--- config.mk ---
export PLATFORM = sky130hd
export DESIGN_NAME = fetch_stage
export DESIGN_NICKNAME = d
export VERILOG_FILES = /design/src/rtl/pipeline_pkg.sv /design/src/rtl/ifid_reg.sv /design/src/rtl/fetch_stage.sv
export SDC_FILE = /design/constraint.sdc
export NUM_CORES = 1
export LEC_CHECK = 0
export ABC_AREA = 1
export BUFFER_PORTS_ARGS = -buffer_cell sky130_fd_sc_hd__buf_4
export CAP_MARGIN = 25
export CELL_PAD_IN_SITES_DETAIL_PLACEMENT = 0
export CELL_PAD_IN_SITES_GLOBAL_PLACEMENT = 2
export CORE_MARGIN = 2
export CORE_UTILIZATION = 33
export CTS_CLUSTER_DIAMETER = 80
export DETAILED_ROUTE_END_ITERATION = 6
export PLACE_DENSITY_LB_ADDON = 0.15
export SYNTH_ARGS = -nofsm -noshare
export SYNTH_HDL_FRONTEND = slang
export SYNTH_SLANG_ARGS = --single-unit
export TNS_END_PERCENT = 30
--- constraint.sdc ---
create_clock -name clk -period 4.2 [get_ports clk]
set_input_delay 0.21 -clock clk [delete_from_list [all_inputs] [get_ports clk]]
set_output_delay 0.21 -clock clk [all_outputs]
set_load 0.02 [all_outputs]
--- src/rtl/pipeline_pkg.sv ---
// pipeline_pkg: shared types and constants for the 5-stage MIPS pipeline.
package pipeline_pkg;
    typedef enum logic [1:0] {FETCH, HOLD, DISCARD} fetch_state_t;
    localparam logic [31:0] NOP_INSTR = 32'h0000_0000;
    localparam logic [31:0] RESET_PC = 32'h0000_0000;
    localparam logic [31:0] PC_STEP = 32'd4;
    function automatic logic [31:0] alignWord(input logic [31:0] addr);
        return {addr[31:2], 2'b00};
    endfunction
endpackage

--- src/rtl/ifid_reg.sv ---
// ifid_reg: IF/ID pipeline register with load, hold and flush (flush wins).
module ifid_reg #(
    parameter logic [31:0] NOP_INSTR = pipeline_pkg::NOP_INSTR
) (
    input  logic        clk,
    input  logic        rst_n,
    input  logic        load,
    input  logic        flush,
    input  logic [31:0] pc4In,
    input  logic [31:0] instrIn,
    output logic [31:0] pc4,
    output logic [31:0] instr,
    output logic        valid
);
    always_ff @(posedge clk or negedge rst_n) begin
        if (!rst_n) begin
            pc4 <= '0;
            instr <= NOP_INSTR;
            valid <= 1'b0;
        end else if (flush) begin
            instr <= NOP_INSTR;
            valid <= 1'b0;
        end else if (load) begin
            pc4 <= pc4In;
            instr <= instrIn;
            valid <= 1'b1;
        end
    end
endmodule

--- src/rtl/fetch_stage.sv ---
// fetch_stage: PC register, next-PC selection, imem handshake and IF/ID register.
module fetch_stage #(
    parameter logic [31:0] RESET_PC = pipeline_pkg::RESET_PC,
    parameter logic [31:0] NOP_INSTR = pipeline_pkg::NOP_INSTR,
    parameter logic [31:0] PC_STEP = pipeline_pkg::PC_STEP
) (
    input  logic        clk,
    input  logic        rst_n,
    input  logic        stall_i,
    input  logic        branch_taken_i,
    input  logic [31:0] branch_target_i,
    input  logic        jump_i,
    input  logic [31:0] jump_target_i,
    output logic        imem_req_o,
    output logic [31:0] imem_addr_o,
    input  logic [31:0] imem_rdata_i,
    input  logic        imem_ready_i,
    output logic [31:0] pc_o,
    output logic [31:0] ifid_pc4_o,
    output logic [31:0] ifid_instr_o,
    output logic        ifid_valid_o
);
    import pipeline_pkg::*;

    fetch_state_t state, stateNext;
    logic [31:0] pc, pcNext, fetchAddr, fetchAddrNext;
    logic [31:0] holdPc4, holdPc4Next, holdInstr, holdInstrNext;
    logic [31:0] target, pcPlus, ifidPc4In, ifidInstrIn;
    logic live, redirect, ready, ifidLoad, ifidFlush;

    assign redirect = branch_taken_i | jump_i;
    assign target = alignWord(branch_taken_i ? branch_target_i : jump_target_i);
    assign pcPlus = pc + PC_STEP;
    // live gates the first cycle after reset so the request starts on a clean edge
    assign ready = imem_ready_i & live;
    assign imem_req_o = live & (state != HOLD);
    assign imem_addr_o = fetchAddr;
    assign pc_o = pc;

    always_comb begin
        stateNext = state;
        pcNext = pc;
        fetchAddrNext = fetchAddr;
        holdPc4Next = holdPc4;
        holdInstrNext = holdInstr;
        ifidLoad = 1'b0;
        ifidFlush = 1'b0;
        ifidPc4In = holdPc4;
        ifidInstrIn = holdInstr;
        if (live) begin
            case (state)
                FETCH: begin
                    if (redirect) begin
                        pcNext = target;
                        ifidFlush = 1'b1;
                        fetchAddrNext = ready ? target : fetchAddr;
                        stateNext = ready ? FETCH : DISCARD;
                    end else if (stall_i) begin
                        holdPc4Next = ready ? pcPlus : holdPc4;
                        holdInstrNext = ready ? imem_rdata_i : holdInstr;
                        stateNext = ready ? HOLD : FETCH;
                    end else if (ready) begin
                        ifidLoad = 1'b1;
                        ifidPc4In = pcPlus;
                        ifidInstrIn = imem_rdata_i;
                        pcNext = pcPlus;
                        fetchAddrNext = pcPlus;
                    end else begin
                        ifidFlush = 1'b1;
                    end
                end
                HOLD: begin
                    if (redirect) begin
                        pcNext = target;
                        fetchAddrNext = target;
                        holdPc4Next = '0;
                        holdInstrNext = '0;
                        ifidFlush = 1'b1;
                        stateNext = FETCH;
                    end else if (!stall_i) begin
                        ifidLoad = 1'b1;
                        pcNext = pcPlus;
                        fetchAddrNext = pcPlus;
                        stateNext = FETCH;
                    end
                end
                DISCARD: begin
                    pcNext = redirect ? target : pc;
                    fetchAddrNext = ready ? pcNext : fetchAddr;
                    stateNext = ready ? FETCH : DISCARD;
                end
                default: stateNext = FETCH;
            endcase
        end
    end

    always_ff @(posedge clk or negedge rst_n) begin
        if (!rst_n) begin
            state <= FETCH;
            pc <= RESET_PC;
            fetchAddr <= RESET_PC;
            holdPc4 <= '0;
            holdInstr <= '0;
            live <= 1'b0;
        end else begin
            state <= stateNext;
            pc <= pcNext;
            fetchAddr <= fetchAddrNext;
            holdPc4 <= holdPc4Next;
            holdInstr <= holdInstrNext;
            live <= 1'b1;
        end
    end

    ifid_reg #(.NOP_INSTR(NOP_INSTR)) ifid (
        .clk(clk),
        .rst_n(rst_n),
        .load(ifidLoad),
        .flush(ifidFlush),
        .pc4In(ifidPc4In),
        .instrIn(ifidInstrIn),
        .pc4(ifid_pc4_o),
        .instr(ifid_instr_o),
        .valid(ifid_valid_o)
    );
endmodule

==> summary.txt <==
Worst setup path
  • Setup crit end kind: flop
  • Critical Setup Path Class: reg -> reg
  • Reg-to-reg slack, setup: roughly 1.3 ns
  • Worst Setup EP: ifid.pc4[31]
  • R2r worst-path depth: 10
  • CP arrival: 3.25 ns
  • WP data required: around 4.5 ns
  • Critical Path Fanout Max: 34
  • Reg2reg end: ifid.pc4[31]
  • Nature of the critical path startpoint: flop
  • CP startpoint: live
  • Worst R2R Start: live

Drt
  • Drt wl/cell: approximately 17 um
  • Routed vias/inst: 4.96
  • DRC violations left: 0
  • Final ANT Viol Nets: 0
  • Vias: just over 10k
  • Initial detailed-routing violation count: between 600 and 700
  • TritonRoute pass-1 iters: 4
  • Post-Route WL: approximately 36000 um

Synth
  • Top FF cell, synth: dfrtp_1
  • Post-synth net total: 1584
  • Top cells by area, synth: dfrtp_1 (46%), nand2_1 (21%), nand3_1 (6.7%), o21ai_0 (5.9%), inv_1 (3.0%)
  • Synth Warn #: 0
  • Cell Area, Synth: 10600 um^2
  • Mean post-synth cell area: 7.19 um^2
  • Async SR Flop Fraction: 100%
  • Synth area leader: dfrtp_1
  • Number of synthesized flops with an enable pin: 0
  • #FFs+latches synth: 196
  • Register area share after synthesis: between 40% and 50%
  • Cells after Synth: about 1.5k
  • Share of the synthesized area in the top cell type: 46.1%
  • Library cells used by synthesis: 32

Clock network
  • Clock root buffer: clkbuf_16
  • CTS buffer count: 17
  • Maximum clock path buffer count: 2
  • TritonCTS clock tree: built
  • Clk slew on worst S/H paths: roughly 0.080 ns
  • H-tree levels: 4
  • Clk Latency, worst-skew pair: 0.45 ns
  • Clock sinks: 196

Final layout
  • Fin util: 41.7%
  • Ratio of cells with drive above 1 in the final layout: roughly 18%
  • Synth-to-Final Area Change: 24.2%
  • Antenna cells: 0
  • Design area: 13200 um^2
  • Non-Filler Instances: 2075
  • Nets: 1766

STA
  • Least-Margin Pin Slew: 0.912 ns
  • Post-layout minimum cycle time: 2.92 ns
  • Worst setup slack after layout: 1.28 ns
  • Max-slew headroom: 39.2%
  • Fin crit share: between 60% and 70%
  • Final setup violating endpoints: 0
  • WHS: 0.105 ns
  • Max Freq: 342 MHz
  • Max Slew Vio Count: 0
  • Fin. Hold Viols: 0
  • RSZ-0062 raised after global routing: false
  • Final setup skew: 0.0187 ns
  • Setup TNS: 0 ns

Global route
  • GR Util All Layers: between 20% and 30%
  • Initial antenna violation count: 0
  • Remaining Overflow, GRT: 0
  • Vias in the first global route: ~10k
  • Global-route wire length before repair: between 50000 and 60000 um
  • Largest net degree at the start of global routing: 89

Die
  • # IOs: roughly 230
  • Die area: 33700 um^2
  • Initial Util: 33.6%
  • Chip width: between 150 and 200 um
  • Core Box Area: 31600 um^2
  • Row count: 65
  • Die height: 184 um

Power
  • Sw frac: 42.4%
  • Leak: 6.76 nW
  • Clock Power Share: about a fifth
  • Peak supply drop: 340 uV
  • Sequential Power Share: approximately 39%
  • NetSw: ~3.4 mW
  • Pwr Density: 605 nW/um^2
  • Internal: 4.60 mW
  • Total power: 7.98 mW
  • Gate power share: between 40% and 50%

Placed design
  • RD Place Congestion: 0.827
  • # placed instances: a little over 2k
  • # port buffers: ~230
  • Worst slack, placed: 1.16 ns
  • Post-DP HPWL: between 20000 and 25000 um
  • Area after DPL: around 13000 um^2

Worst hold path
  • Hold Path Class: in -> reg

Status
  • Status: finished clean

Job
  • Number of max-cap violations: 0
==> sequential cells by signal (all words and copies together) (netlist names) <==
register	cells
live	1
ifid.instr	32
state	2
imem_addr_o	32
holdInstr	32
ifid.valid	1
holdPc4	32
ifid.pc4	32
pc_o	32
==> final cells by class <==
class | instances | area, um^2
Fill cell | 3376 | 18400
Multi-Input combinational cell | 1102 | 4970
Sequential cell | 196 | 4900
Timing Repair Buffer | 248 | 1880
Tap cell | 402 | 503
Clock buffer | 18 | 439
Inverter | 95 | 357
Clock inverter | 14 | 143
==> worst min path at each step <==
stage / from / to / cells past startpoint
after global routing: imem_rdata_i[14] / holdInstr[14] / 4
after floorplan: rst_n / holdInstr[0] / 0
after CTS: imem_rdata_i[21] / holdInstr[21] / 4
final: imem_rdata_i[22] / holdInstr[22] / 4
after detailed placement: rst_n / ifid.instr[22] / 1
after global placement: rst_n / ifid.instr[22] / 1
==> critical path, stage by stage, from the launching register on <==
cell and delay, ns:
dfrtp_1 0.47, nand2_2 0.55, nor2_1 0.17, o22ai_1 0.25, nor2_2 0.05, buf_4 0.21, inv_2 0.44, buf_4 0.44
a21oi_1 0.08, nand2_1 0.08, nand2_1 0.04
==> metal layers <==
layer / global-route usage, % / routed length (um)
met1: 28.5 / 16300
met2: 37.2 / 17500
met3: 3.96 / 1610
met4: 6.56 / 733
met5: 0 / 0
==> cells in the final DEF, fill, tap and decap left out, types with 17 or more instances in the layout <==
cell type,count
nor2_1,67
nand2_1,605
inv_1,86
o21ai_0,126
nand3_1,143
dfrtp_1,196
buf_4,245
a21oi_1,39
clkbuf_16,17
o21ai_1,20
a22o_1,31
o22ai_1,19
==> synthesized netlist by cell type, types with 2 or more instances <==
master and n:
nand2_1 605, dfrtp_1 196, nand3_1 143, o21ai_0 126
inv_1 86, nor2_1 68, a21oi_1 39, clkbuf_1 37
buf_2 34, a22o_1 31, o21ai_1 20, o22ai_1 19
xor2_1 9, inv_2 7, buf_4 6, o211ai_1 6
buf_1 5, o21a_1 5, a21boi_0 4, a31oi_1 4
ha_1 4, nand2_2 4, nor2_2 4, and2_1 3
buf_6 3, clkinv_1 2, nor2_4 2, o21bai_1 2
==> repair_timing <==
action                                 4_1_cts  5_1_grt
resized for setup                            0        0
endpoints found under the hold margin       84        0
buffers inserted                             0        0
hold buffers                                 1        0
==> cell families (layout without fill, tap and decap cells) <==
kind of cell    count (synthesis)  in the layout  share of synthesized area (%)
fa+ha+maj                       4              4                          0.471
buf+inv                       180            375                           7.18
other cells                     1              1                         0.0353
flops                         196            196                           46.1
compound gates                257            257                           14.0
simple gates                  830            830                           31.4
xor+xnor                       10             10                          0.824
==> power groups by stage <==
| stage | logic, mW | registers [mW] | clock network (mW) |
|---|---|---|---|
| 2_1_floorplan | 1.58 | 3.42 | 0 |
| 3_3_place_gp | 3.21 | 3.13 | 0 |
| 3_5_place_dp | 3.24 | 3.13 | 0 |
| 4_1_cts | 3.26 | 3.10 | 1.72 |
| 5_1_grt | 3.57 | 3.20 | 1.79 |
| 6_report | 3.21 | 3.10 | 1.67 |
Power figures use the tool's default switching activity.
